`src/rtl/eth_pkg.sv`:
```
// eth_pkg: shared types and constants for the Ethernet TX pattern generator
package eth_pkg;
  typedef enum logic [1:0] {TPG_INC, TPG_CONST, TPG_PRBS, TPG_RSVD} tpg_mode_e;
  typedef enum logic [1:0] {ST_IDLE, ST_SEND, ST_GAP} tpg_state_e;
  // x^32+x^22+x^2+x+1 feedback taps on state bits 31,21,1,0
  localparam logic [31:0] LFSR_TAPS = 32'h8020_0003;
  localparam logic [31:0] LFSR_ONES = 32'hFFFF_FFFF;
endpackage

```
`src/rtl/eth_tpg_lfsr.sv`:
```
// eth_tpg_lfsr: 32-bit Fibonacci LFSR with load (zero seed maps to all-ones) and step
module eth_tpg_lfsr
  import eth_pkg::*;
(
  input  logic        i_clk,
  input  logic        i_rst,
  input  logic        i_load,
  input  logic        i_step,
  input  logic [31:0] i_seed,
  output logic [31:0] o_state
);
  logic [31:0] r_state;
  always_ff @(posedge i_clk) begin
    if (i_rst) r_state <= '0;
    else if (i_load) r_state <= (i_seed == '0) ? LFSR_ONES : i_seed;
    else if (i_step) r_state <= {r_state[30:0], ^(r_state & LFSR_TAPS)};
  end
  assign o_state = r_state;
endmodule

```
`src/rtl/eth_tx_pattern_gen.sv`:
```
// eth_tx_pattern_gen: multi-mode, back-pressure-aware TX test-pattern frame source.
// Define ETH_TPG_PRBS_EN to enable PRBS mode; otherwise mode 2 behaves as INC.
module eth_tx_pattern_gen
  import eth_pkg::*;
#(
  parameter int DATA_W = 8,
  parameter int LEN_W  = 11,
  parameter int CNT_W  = 16
) (
  input  logic              Clk,
  input  logic              Rst,
  input  logic              Tpg_Start,
  input  logic [1:0]        Tpg_Mode,
  input  logic [DATA_W-1:0] Tpg_Seed,
  input  logic [LEN_W-1:0]  Tpg_Len,
  input  logic [7:0]        Tpg_Gap,
  input  logic [CNT_W-1:0]  Tpg_Frames,
  input  logic              Tpg_Ready,
  output logic [DATA_W-1:0] Tpg_Data,
  output logic              Tpg_Valid,
  output logic              Tpg_Last,
  output logic              Tpg_Busy,
  output logic              Tpg_Done,
  output logic [CNT_W-1:0]  Tpg_Frame_Cnt
);
  tpg_state_e        r_state;
  tpg_mode_e         r_mode;
  logic              r_s1, r_s2, r_s3;
  logic [DATA_W-1:0] r_seed, r_data;
  logic [LEN_W-1:0]  r_len, r_rem;
  logic [7:0]        r_gap, r_gap_cnt;
  logic [CNT_W-1:0]  r_frames, r_frame_cnt;
  logic              r_valid, r_last, r_busy, r_done;
  logic              w_launch, w_acc, w_more;
  assign w_launch = r_s2 & ~r_s3 & (r_state == ST_IDLE);
  assign w_acc    = r_valid & Tpg_Ready;
  // continuous mode keeps going while the synchronised start level stays high
  assign w_more   = (r_frames != '0) ? (({1'b0, r_frame_cnt} + (CNT_W+1)'(1)) < {1'b0, r_frames}) : r_s2;
  always_ff @(posedge Clk) begin
    if (Rst) begin
      {r_s1, r_s2, r_s3} <= 3'b000;
      r_state     <= ST_IDLE;
      r_mode      <= TPG_INC;
      r_seed      <= '0;
      r_len       <= '0;
      r_gap       <= '0;
      r_frames    <= '0;
      r_rem       <= '0;
      r_gap_cnt   <= '0;
      r_data      <= '0;
      r_valid     <= 1'b0;
      r_last      <= 1'b0;
      r_busy      <= 1'b0;
      r_done      <= 1'b0;
      r_frame_cnt <= '0;
    end else begin
      {r_s3, r_s2, r_s1} <= {r_s2, r_s1, Tpg_Start};
      r_done <= 1'b0;
      case (r_state)
        ST_IDLE: if (w_launch) begin
          r_mode      <= tpg_mode_e'(Tpg_Mode);
          r_seed      <= Tpg_Seed;
          r_len       <= Tpg_Len;
          r_gap       <= Tpg_Gap;
          r_frames    <= Tpg_Frames;
          r_frame_cnt <= '0;
          if (Tpg_Len == '0) r_done <= 1'b1;
          else begin
            r_state <= ST_SEND;
            r_busy  <= 1'b1;
            r_valid <= 1'b1;
            r_data  <= Tpg_Seed;
            r_rem   <= Tpg_Len - LEN_W'(1);
            r_last  <= Tpg_Len == LEN_W'(1);
          end
        end
        ST_SEND: if (w_acc) begin
          if (!r_last) begin
            r_data <= (r_mode == TPG_CONST) ? r_seed : r_data + DATA_W'(1);
            r_rem  <= r_rem - LEN_W'(1);
            r_last <= r_rem == LEN_W'(1);
          end else begin
            r_frame_cnt <= &r_frame_cnt ? r_frame_cnt : r_frame_cnt + CNT_W'(1);
            if (!w_more) begin
              r_state <= ST_IDLE;
              r_valid <= 1'b0;
              r_last  <= 1'b0;
              r_busy  <= 1'b0;
              r_done  <= 1'b1;
            end else if (r_gap != '0) begin
              r_state   <= ST_GAP;
              r_valid   <= 1'b0;
              r_last    <= 1'b0;
              r_gap_cnt <= r_gap;
            end else begin
              r_data <= r_seed;
              r_rem  <= r_len - LEN_W'(1);
              r_last <= r_len == LEN_W'(1);
            end
          end
        end
        ST_GAP: if (r_gap_cnt == 8'd1) begin
          r_state <= ST_SEND;
          r_valid <= 1'b1;
          r_data  <= r_seed;
          r_rem   <= r_len - LEN_W'(1);
          r_last  <= r_len == LEN_W'(1);
        end else r_gap_cnt <= r_gap_cnt - 8'd1;
        default: r_state <= ST_IDLE;
      endcase
    end
  end
`ifdef ETH_TPG_PRBS_EN
  logic [31:0] w_lfsr;
  eth_tpg_lfsr u_lfsr (
    .i_clk  (Clk),
    .i_rst  (Rst),
    .i_load (w_launch),
    .i_step (w_acc && r_mode == TPG_PRBS),
    .i_seed (32'(Tpg_Seed)),
    .o_state(w_lfsr)
  );
  assign Tpg_Data = (r_mode == TPG_PRBS) ? w_lfsr[DATA_W-1:0] : r_data;
`else
  assign Tpg_Data = r_data;
`endif
  assign Tpg_Valid     = r_valid;
  assign Tpg_Last      = r_last;
  assign Tpg_Busy      = r_busy;
  assign Tpg_Done      = r_done;
  assign Tpg_Frame_Cnt = r_frame_cnt;
endmodule

```
`config.mk`:
```
export PLATFORM = sky130hd
export DESIGN_NAME = eth_tx_pattern_gen
export DESIGN_NICKNAME = d
export VERILOG_FILES = /design/src/rtl/eth_pkg.sv /design/src/rtl/eth_tpg_lfsr.sv /design/src/rtl/eth_tx_pattern_gen.sv
export SDC_FILE = /design/constraint.sdc
export NUM_CORES = 1
export LEC_CHECK = 0
export CAP_MARGIN = 20
export CORE_MARGIN = 2
export CORE_UTILIZATION = 45
export DETAILED_ROUTE_END_ITERATION = 10
export PLACE_DENSITY = 0.76
export SYNTH_ARGS = -nofsm -noshare
export SYNTH_HDL_FRONTEND = slang
export SYNTH_SLANG_ARGS = --single-unit
```
`constraint.sdc`:
```
create_clock -name Clk -period 4.6 [get_ports Clk]
set_input_delay 1.38 -clock Clk [delete_from_list [all_inputs] [get_ports Clk]]
set_output_delay 1.38 -clock Clk [all_outputs]
set_load 0.005 [all_outputs]
```
==> metrics.md, run 1 <==
| Metric | Value |
|---|---|
| Placed instance count | 976 |
| Period utilisation layout | 0.8543 |
| Pre-Repair DR Iteration Count | 5 |
| Launch point of the worst path | Tpg_Frame_Cnt[0] |
| Critical path required time | 4.88 ns |
| Max-slew violations | 0 |
| Peak supply drop | approximately 0.22 mV |
| Reg area | 0.001942 mm^2 |
| Crit-path most repeated cell | ha_1 |
| # Post-CTS Setup Buffers | 0 |
| DR vias/cell | 5.670 |
| Post-Layout Cell Count | 992 |
| CTS max path bufs | 2 |
| Clk root buf | clkbuf_16 |
| Final setup vio count | 0 |
| Clock sinks | 97 |
| H-tree lvl count | 3 |
| Most frequent cells in the layout | 118 x nand2_1, 97 x dfxtp_1, 84 x a21oi_1 |
| Row cnt | 42 |
| Input/output buffers | 76 |
| Worst Setup End Kind | flip-flop |
| GPL Wtd Cong | 0.8867 |
| Max incr delay on CP | 0.61 ns |
| Initial Util | 0.4564 |
| Grt ovf | 0 |
| Clock Skew | roughly 0.011 ns |
| CTS tree | yes |
| Vias in the first global route | roughly 5,300 |
| Slew headroom | 0.3385 |
| Worst skew pair latency | 0.36 ns |
| Antenna diodes | 0 |
| HPWL Detailed | roughly 11,000 um |
| Cts bufs inserted | 9 |
| Nets | about 900 |
| Slew @ Worst Pin | 0.9911 ns |
| Yosys warning total | 0 |
| Post-synthesis sequential area ratio | 0.3252 |
| CTS clock-pin slew for the worst setup and hold paths | 0.07 ns |
| Status | finished, final reports clean |
| # fillers | about 1,200 |
| Io pins | 77 |
| Post-CTS Resized | 0 |
| Drc violations | 0 |
| Max-cap violations | 0 |
| Die area | 0.01421 mm^2 |
| Startpoint of the worst hold path | r_mode[0] |
| Floorplan core area | 0.01309 mm^2 |
| GRT Total Usage | 0.2265 |
| Synthesized area per cell | 7.807 um^2 |
| Synthesized flop and latch total | 97 |
| Final TNS setup | 0 ns |
| Asr flop ratio synth | 0 |
| RSZ-0062 raised after global routing | no |
| Commonest non-fill, non-tap cell in the layout | nand2_1 |
| CP max FO | 25 |
| Crit path time final | ~3.9 ns |
| Max Clk Rate | 254.5 MHz |
| Power per Cell Area | 401.8 mW/mm^2 |
| Worst Setup Start Kind | flip-flop |
| Die width | about 120 um |
| Hold Crit Class | flip-flop to flip-flop |
| Hold_buf cts | 0 |
| CP arrival | 4.21 ns |
| Synth cell types | 77 |
| Via count | 5,625 |
| Commonest register cell after synthesis | dfxtp_1 |
| First-pass GRT wire length | 26,480 um |
| Crit Path Category | flip-flop to flip-flop |
| Mapped Cells | 765 |
| Net Count, Synth | 843 |
| Reg2reg start | Tpg_Frame_Cnt[0] |
| Die H | approximately 120 um |
| Antenna viol nets, final | 0 |
| Mapped cell area | around 0.0060 mm^2 |
| Layout cell share with drive strength beyond 1 | 0.06373 |
| Power, Total | 2.843 mW |
| Multi-input logic area | 0.003702 mm^2 |
| Number of synthesized flops with an enable pin | 0 |
| Initial antenna violation count | 0 |
| Largest net degree at the start of global routing | 96 |
| Leakage power | 2.588 nW |
| Detailed Route Iter0 Violations | 420 |
| Final WL | 15,540 um |
| Final Hold Viols | 0 |
| Critical-path cell list | ha_1, nand3_2, nor3_4, nand2_1, xnor2_1, ha_1, a21o_1, a211oi_1, nand4_2, o21a_1, or4_1, a21oi_1 |
| Slowest CP cell | or4_1 |
| Area delta synth->final | 18.50% |
| WL per Instance | 15.66 um |
==> logic make-up after synthesis <==
logic type               Yosys count  share of synthesized area
AND/OR/NAND/NOR                  304                     0.2684
buffers and inverters             78                    0.05594
adder cells (fa/ha/maj)           29                    0.06076
multiplexers                       1                   0.001676
AO/OA/AOI/OAI                    213                     0.2250
XOR/XNOR                          43                    0.06306
flip-flops                        97                     0.3252
==> layout make-up <==
cell class	instances	area share
clock inverters	6	0.01025
inverters	36	0.01909
multi-input cells	590	0.5232
clock buffers	10	0.03377
well taps	176	0.03112
repair buffers	77	0.1082
flip-flops and latches	97	0.2744
==> worst max-delay path, delay by kind of cell, from the launching register on <==
family | cells | cell delay (ns)
XOR/XNOR | 1 | 0.24
AO/OA/AOI/OAI | 4 | 1.08
AND/OR/NAND/NOR | 5 | 1.50
flip-flops | 1 | 0.44
adder cells (fa/ha/maj) | 2 | 0.58
==> cells in the mapped netlist, types with 4 or more instances <==
cell        n  share of area
ha_1       29          0.061
buf_2       4         0.0034
nand3_1    12          0.010
nand2b_1    7         0.0073
inv_1      35          0.022
nand4_1     5         0.0052
o41ai_1     8          0.012
or4_1       5         0.0063
nor2_1     47          0.030
o221ai_1    9          0.013
nor3_1     13          0.011
clkbuf_1   29          0.018
a21oi_1    84          0.070
nor4_1     13          0.014
buf_1       4         0.0025
nor2b_1    18          0.019
or3_1      12          0.013
a221oi_1    8          0.012
and2_1      6         0.0063
o21ai_0    55          0.046
nand3b_1    7         0.0088
and3_1     10          0.010
dfxtp_1    97           0.33
xor2_1     18          0.026
xnor2_1    25          0.037
nand2_1   118          0.074
o31ai_1    11          0.014
==> power breakdown <==
part,internal [mW],total [mW],switching [mW]
sequential,0.924,1.03,0.106
clock,0.443,0.794,0.350
combinational,0.439,1.02,0.581
total,1.81,2.84,1.04
==> through the flow <==
stage / instance area, um^2 / hold WS (ns) / setup slack (ns) / util
detailed placement: 6765 / 0.4470 / 0.4595 / 0.5170
global route: 7077 / 0.4756 / 0.2531 / 0.5408
floorplan: 5972 / 0.4138 / 1.324 / -
finish: 7077 / 0.4563 / 0.6702 / 0.5408
global placement: 6765 / 0.4414 / 0.5301 / 0.5170
CTS: 7077 / 0.4569 / 0.6812 / 0.5408
==> final timing paths <==
check	depth (start not counted)	slack (ns)	to
min reg2reg	2	0.46	r_mode[0]
min	2	0.46	r_mode[0]
max	12	0.67	r_rem[10]
max reg2reg	12	0.67	r_rem[10]
==> layer usage <==
metal	vias to the layer above	routed length [um]	GRT usage
li1	2808	-	-
met1	2607	7385	0.3195
met2	192	7058	0.3588
met3	18	826	0.02730
met4	0	267	0.07515
met5	-	0	0
==> sequential cells by signal, summed over array words and instances (netlist names) <==
signal / count
r_seed: 8
Tpg_Busy: 1
r_s2: 1
Tpg_Last: 1
r_frames: 16
r_gap_cnt: 8
Tpg_Done: 1
r_s1: 1
Tpg_Frame_Cnt: 16
Tpg_Data: 8
Tpg_Valid: 1
r_mode: 2
r_s3: 1
r_gap: 8
r_len: 11
r_state: 2
r_rem: 11
Power figures use the tool's default switching activity.
==> run 2, diff against run 1 <==
Settings changed: CAP_MARGIN 20 to not set, CORE_MARGIN 2 to not set, CORE_UTILIZATION 45 to 55, PLACE_DENSITY 0.76 to 0.88.
==> run 2 against run 1 <==
Worst hold slack is essentially flat. Final area decreased by 2.3%. Critical path depth is 1 higher. First-iteration DRC count rose by 15%. Largest power group unchanged.
==> metrics.md, run 2 (synthesis gave the netlist of run 1 again) <==
| Metric | Value |
|---|---|
| Met2 usage | 0.4536 |
| Drc violations | 0 |
| Max-cap violations | 0 |
| Pre-Repair DR Iteration Count | 5 |
| CP arrival | 4.26 ns |
| Leakage power | 2.547 nW |
| Crit path time final | 3.946 ns |
| Slew @ Worst Pin | 0.9805 ns |
| Final setup vio count | 0 |
| Detailed Route Iter0 Violations | 482 |
| Cts bufs inserted | 9 |
| Die area | 0.01128 mm^2 |
| CTS clock-pin slew for the worst setup and hold paths | 0.11 ns |
| Vias in the first global route | roughly 5,500 |
| CTS tree | yes |
| Hold Crit Class | flip-flop to flip-flop |
| Peak supply drop | 0.1938 mV |
| Final WL | 15,780 um |
| Grt peak-use layer | met2 |
| Floorplan core area | 0.01042 mm^2 |
| Input/output buffers | 76 |
| CP bufs+invs | 0 |
| Met1 usage | 0.3781 |
| Antenna viol nets, final | 0 |
| Antenna diodes | 0 |
| Reg-to-reg slack, setup | 0.65 ns |
| Via count | 5,828 |
| Worst skew pair latency | 0.39 ns |
| Commonest non-fill, non-tap cell in the layout | nand2_1 |
| Most frequent cells in the layout | 118 x nand2_1, 97 x dfxtp_1, 84 x a21oi_1 |
| Nets | a little under 900 |
| First-pass GRT wire length | 26,230 um |
| # fillers | 844 |
| CTS max path bufs | 2 |
| Max-slew violations | 0 |
| Initial antenna violation count | 0 |
| RSZ-0062 raised after global routing | no |
| GR Util met3 | 0.05457 |
| Clock sinks | 97 |
| Final Hold Viols | 0 |
| Largest net degree at the start of global routing | 90 |
| Critical-path cell list | nand3_1, nor2_1, and4_1, and3_1, xor2_1, ha_1, nand3_1, nor3_1, and3_1, a21o_2, o21a_1, or4_1, a21oi_1 |
| Crit Path Category | flip-flop to flip-flop |
| Clk root buf | clkbuf_8 |
| Worst Setup Start Kind | flip-flop |
| Die H | 106.2 um |
| Status | finished, final reports clean |
| Launch point of the worst path | Tpg_Frame_Cnt[2] |
| Pre-CTS setup slack | 0.4557 ns |
| Power per Cell Area | 379.9 mW/mm^2 |
| Critical path required time | 4.91 ns |
| GPL Wtd Cong | 0.9203 |
| Final WS setup | 0.6536 ns |
| Max incr delay on CP | between 0.6 and 0.7 ns |
| Final TNS setup | 0 ns |
| Initial Util | 0.5733 |
| Area delta synth->final | 15.82% |
| Grt ovf | 0 |
| Die width | ~110 um |
| Row cnt | 37 |
| WL per Instance | 16.54 um |
| HPWL Detailed | 11,150 um |
| Hold_buf cts | 0 |
| Post-CTS Resized | 0 |
| Post-place instance area | 0.006724 mm^2 |
| Layout cell share with drive strength beyond 1 | 0.06357 |
| Max Clk Rate | around 250 MHz |
| Io pins | 77 |
| CP max FO | 25 |
| Worst Setup End Kind | flip-flop |
| Startpoint of the worst hold path | r_s1 |
| Slowest CP cell | or4_1 |
| Design Area, Final | 0.006917 mm^2 |
| Period utilisation layout | 0.8579 |
| Clock Skew | 0.009576 ns |
| DR vias/cell | 6.109 |
| H-tree lvl count | 3 |
| # Post-CTS Setup Buffers | 0 |
| Top delay family on crit path | simple AND/OR/NAND/NOR gates |
| Slew headroom | 0.3463 |
| Reg2reg start | Tpg_Frame_Cnt[2] |
| GRT Total Usage | 0.2861 |
[run 2: cell types whose count changed in the layout (fill, tap and decap cells not counted), sizes merged]
cell      delta
clkbuf       -1
buf          +2
bufinv       -1
clkinv       +1
clkinvlp     -1
inv          +2
[run 2: per-stage QoR]
step	hold WS, ns	util	std cells	power [mW]
2_1_floorplan	0.4138	-	765	1.769
3_3_place_gp	0.4420	0.6455	938	2.024
3_5_place_dp	0.4318	0.6455	938	2.050
4_1_cts	0.4602	0.6640	954	2.602
5_1_grt	0.4767	0.6640	954	2.771
6_report	0.4564	0.6640	954	2.628
[run 2: worst paths after layout]
| path | end | cells after the start |
|---|---|---|
| setup / recovery | r_rem[10] | 13 |
| hold reg to reg | r_s2 | 1 |
| setup reg to reg | r_rem[10] | 13 |
| hold / removal | r_s2 | 1 |
[run 2: routing by layer]
metal	wire length [um]	up-vias
li1	-	2812
met3	1103	36
met5	0	-
met1	7089	2710
met2	7163	270
met4	425	0
[run 2: layout make-up]
class / count / area (um^2) / share of cell area
Clock inverter: 7 / 68.82 / 0.009949
Clock buffer: 9 / 123.9 / 0.01791
Inverter: 36 / 135.1 / 0.01954
Multi-Input combinational cell: 590 / 3696 / 0.5344
Sequential cell: 97 / 1942 / 0.2808
Tap cell: 136 / 170.2 / 0.02460
Timing Repair Buffer: 79 / 780.7 / 0.1129
[run 2: where the power goes]
group          total (mW)  internal [mW]  switching (mW)
Clock               0.561          0.214           0.348
Sequential           1.03          0.923           0.108
Combinational        1.03          0.440           0.595
Total                2.63           1.58            1.05
==> run 3, diff against run 2 <==
Settings changed: GPL_TIMING_DRIVEN set to 0, SLEW_MARGIN set to 20.
==> run 3 against run 2 <==
Maximum frequency shrank 2.2%. Via count rose by 2.6%. Clock-buffer cell count is 1 higher. Critical path depth fell by 1. Critical path type unchanged.
==> metrics.md, run 3 (synthesis gave the netlist of run 1 again) <==
| Metric | Value |
|---|---|
| Status | finished, final reports clean |
| Clock sinks | 97 |
| # Post-CTS Setup Buffers | 0 |
| CTS clock-pin slew for the worst setup and hold paths | 0.11 ns |
| Initial antenna violation count | 0 |
| CTS tree | yes |
| Antenna viol nets, final | 0 |
| WL per Instance | 16.98 um |
| Die width | roughly 110 um |
| Drc violations | 0 |
| Most frequent cells in the layout | 118 x nand2_1, 97 x dfxtp_1, 84 x a21oi_1 |
| HPWL Detailed | 12,280 um |
| CTS max path bufs | 2 |
| Max-slew violations | 0 |
| H-tree lvl count | 3 |
| Worst skew pair latency | 0.38 ns |
| Critical path required time | 4.87 ns |
| RSZ-0062 raised after global routing | no |
| Antenna diodes | 0 |
| Placed instance count | 976 |
| Power per Cell Area | 380.6 mW/mm^2 |
| CP arrival | 4.30 ns |
| Final Util | 0.6805 |
| GR Util met3 | 0.05947 |
| Clock Skew | 0.01338 ns |
| Worst Hold End | r_mode[0] |
| Leakage power | 2.613 nW |
| Pre-CTS setup slack | roughly 0.41 ns |
| Slew headroom | 0.5876 |
| Die H | 106.2 um |
| Layout cell share with drive strength beyond 1 | 0.06659 |
| Die area | ~0.011 mm^2 |
| Commonest non-fill, non-tap cell in the layout | nand2_1 |
| Initial Util | 0.5733 |
| Reg-to-reg slack, setup | about 0.57 ns |
| Met1 usage | 0.3995 |
| Grt peak-use layer | met2 |
| Post-CTS Resized | 0 |
| Via count | 5,978 |
| GRT Total Usage | 0.3002 |
| Area delta synth->final | 18.69% |
| Nets | 929 |
| Post-Layout Cell Count | 992 |
| Max Clk Rate | 247.9 MHz |
| Power, Total | around 2.7 mW |
| Startpoint of the worst hold path | r_mode[0] |
| Max-cap violations | 0 |
| Crit path time final | 4.033 ns |
| Io pins | 77 |
| Final WS setup | 0.5667 ns |
| Grt ovf | 0 |
| Hold Crit Class | flip-flop to flip-flop |
| Peak supply drop | 0.2664 mV |
| Final setup vio count | 0 |
| Detailed Route Iter0 Violations | 524 |
| GPL Wtd Cong | around 0.97 |
| Final WL | around 17,000 um |
| Worst R2R End | Tpg_Data[7] |
| Pre-Repair DR Iteration Count | 6 |
| Input/output buffers | 75 |
| First-pass GRT wire length | 26,920 um |
| Met2 usage | 0.4652 |
| Period utilisation layout | 0.8768 |
| Vias in the first global route | 5,588 |
| Hold depth | 2 |
| Largest net degree at the start of global routing | 19 |
| Worst Setup End Kind | flip-flop |
| R2R depth | 12 |
| Slew @ Worst Pin | 0.6186 ns |
| DR vias/cell | 6.026 |
| Final Hold Viols | 0 |
| Floorplan core area | between 0.01 and 0.015 mm^2 |
| Reg2reg start | Tpg_Frame_Cnt[0] |
| Hold_buf cts | 0 |
| Crit Path Category | flip-flop to flip-flop |
| Row cnt | 37 |
| CP max FO | 8 |
| Worst Setup Start Kind | flip-flop |
| Cts bufs inserted | 9 |
| Clk root buf | clkbuf_8 |
| Final TNS setup | 0 ns |
run 3: worst max-delay path: stages (launching register included):
cell and delay [ns]:
dfxtp_1 0.45, ha_1 0.28, nand3_2 0.18, nor3_4 0.40, nand2_1 0.11, xnor2_1 0.25, ha_1 0.30, a21o_1 0.19
a211oi_1 0.28, nand4_2 0.22, o21ai_0 0.54, nand2_2 0.26, o41ai_1 0.47
run 3: per-layer routing:
metal  wire [um]  vias to the layer above
met1        7493                     2755
met3        1447                       46
li1            -                     2891
met5           0                        -
met4         511                        0
met2        7395                      286
run 3: layout make-up:
class / instances / area [um^2]
Buffer: 42 / 198.9
Fill cell: 860 / 3328
Multi-Input combinational cell: 590 / 3696
Timing Repair Buffer: 75 / 750.7
Clock buffer: 10 / 137.6
Sequential cell: 97 / 1942
Tap cell: 136 / 170.2
Inverter: 36 / 135.1
Clock inverter: 6 / 57.56
run 3: worst max path at each step:
stage / start / end / slack (ns) / cells past startpoint
3_3_place_gp: Tpg_Len[0] / Tpg_Data[4] / 0.49 / 10
3_5_place_dp: Tpg_Len[0] / Tpg_Data[4] / 0.41 / 10
5_1_grt: Tpg_Frame_Cnt[2] / r_rem[9] / 0.48 / 14
4_1_cts: Tpg_Frame_Cnt[0] / Tpg_Data[7] / 0.64 / 12
2_1_floorplan: Tpg_Len[0] / r_rem[10] / 1.32 / 10
6_report: Tpg_Frame_Cnt[0] / Tpg_Data[7] / 0.57 / 12
run 3: through the flow:
| stage | hold WS [ns] | cell area [um^2] |
|---|---|---|
| finish | 0.4577 | 7088 |
| global placement | 0.4207 | 6893 |
| CTS | 0.4582 | 7088 |
| global route | 0.4833 | 7088 |
| floorplan | 0.4138 | 5972 |
| detailed placement | 0.4437 | 6893 |
run 3: where the power goes:
group | switching, mW | internal, mW | leakage, nW
registers | 0.0972 | 0.923 | 0.787
clock network | 0.345 | 0.225 | 0.101
logic | 0.637 | 0.470 | 1.73
total | 1.08 | 1.62 | 2.61
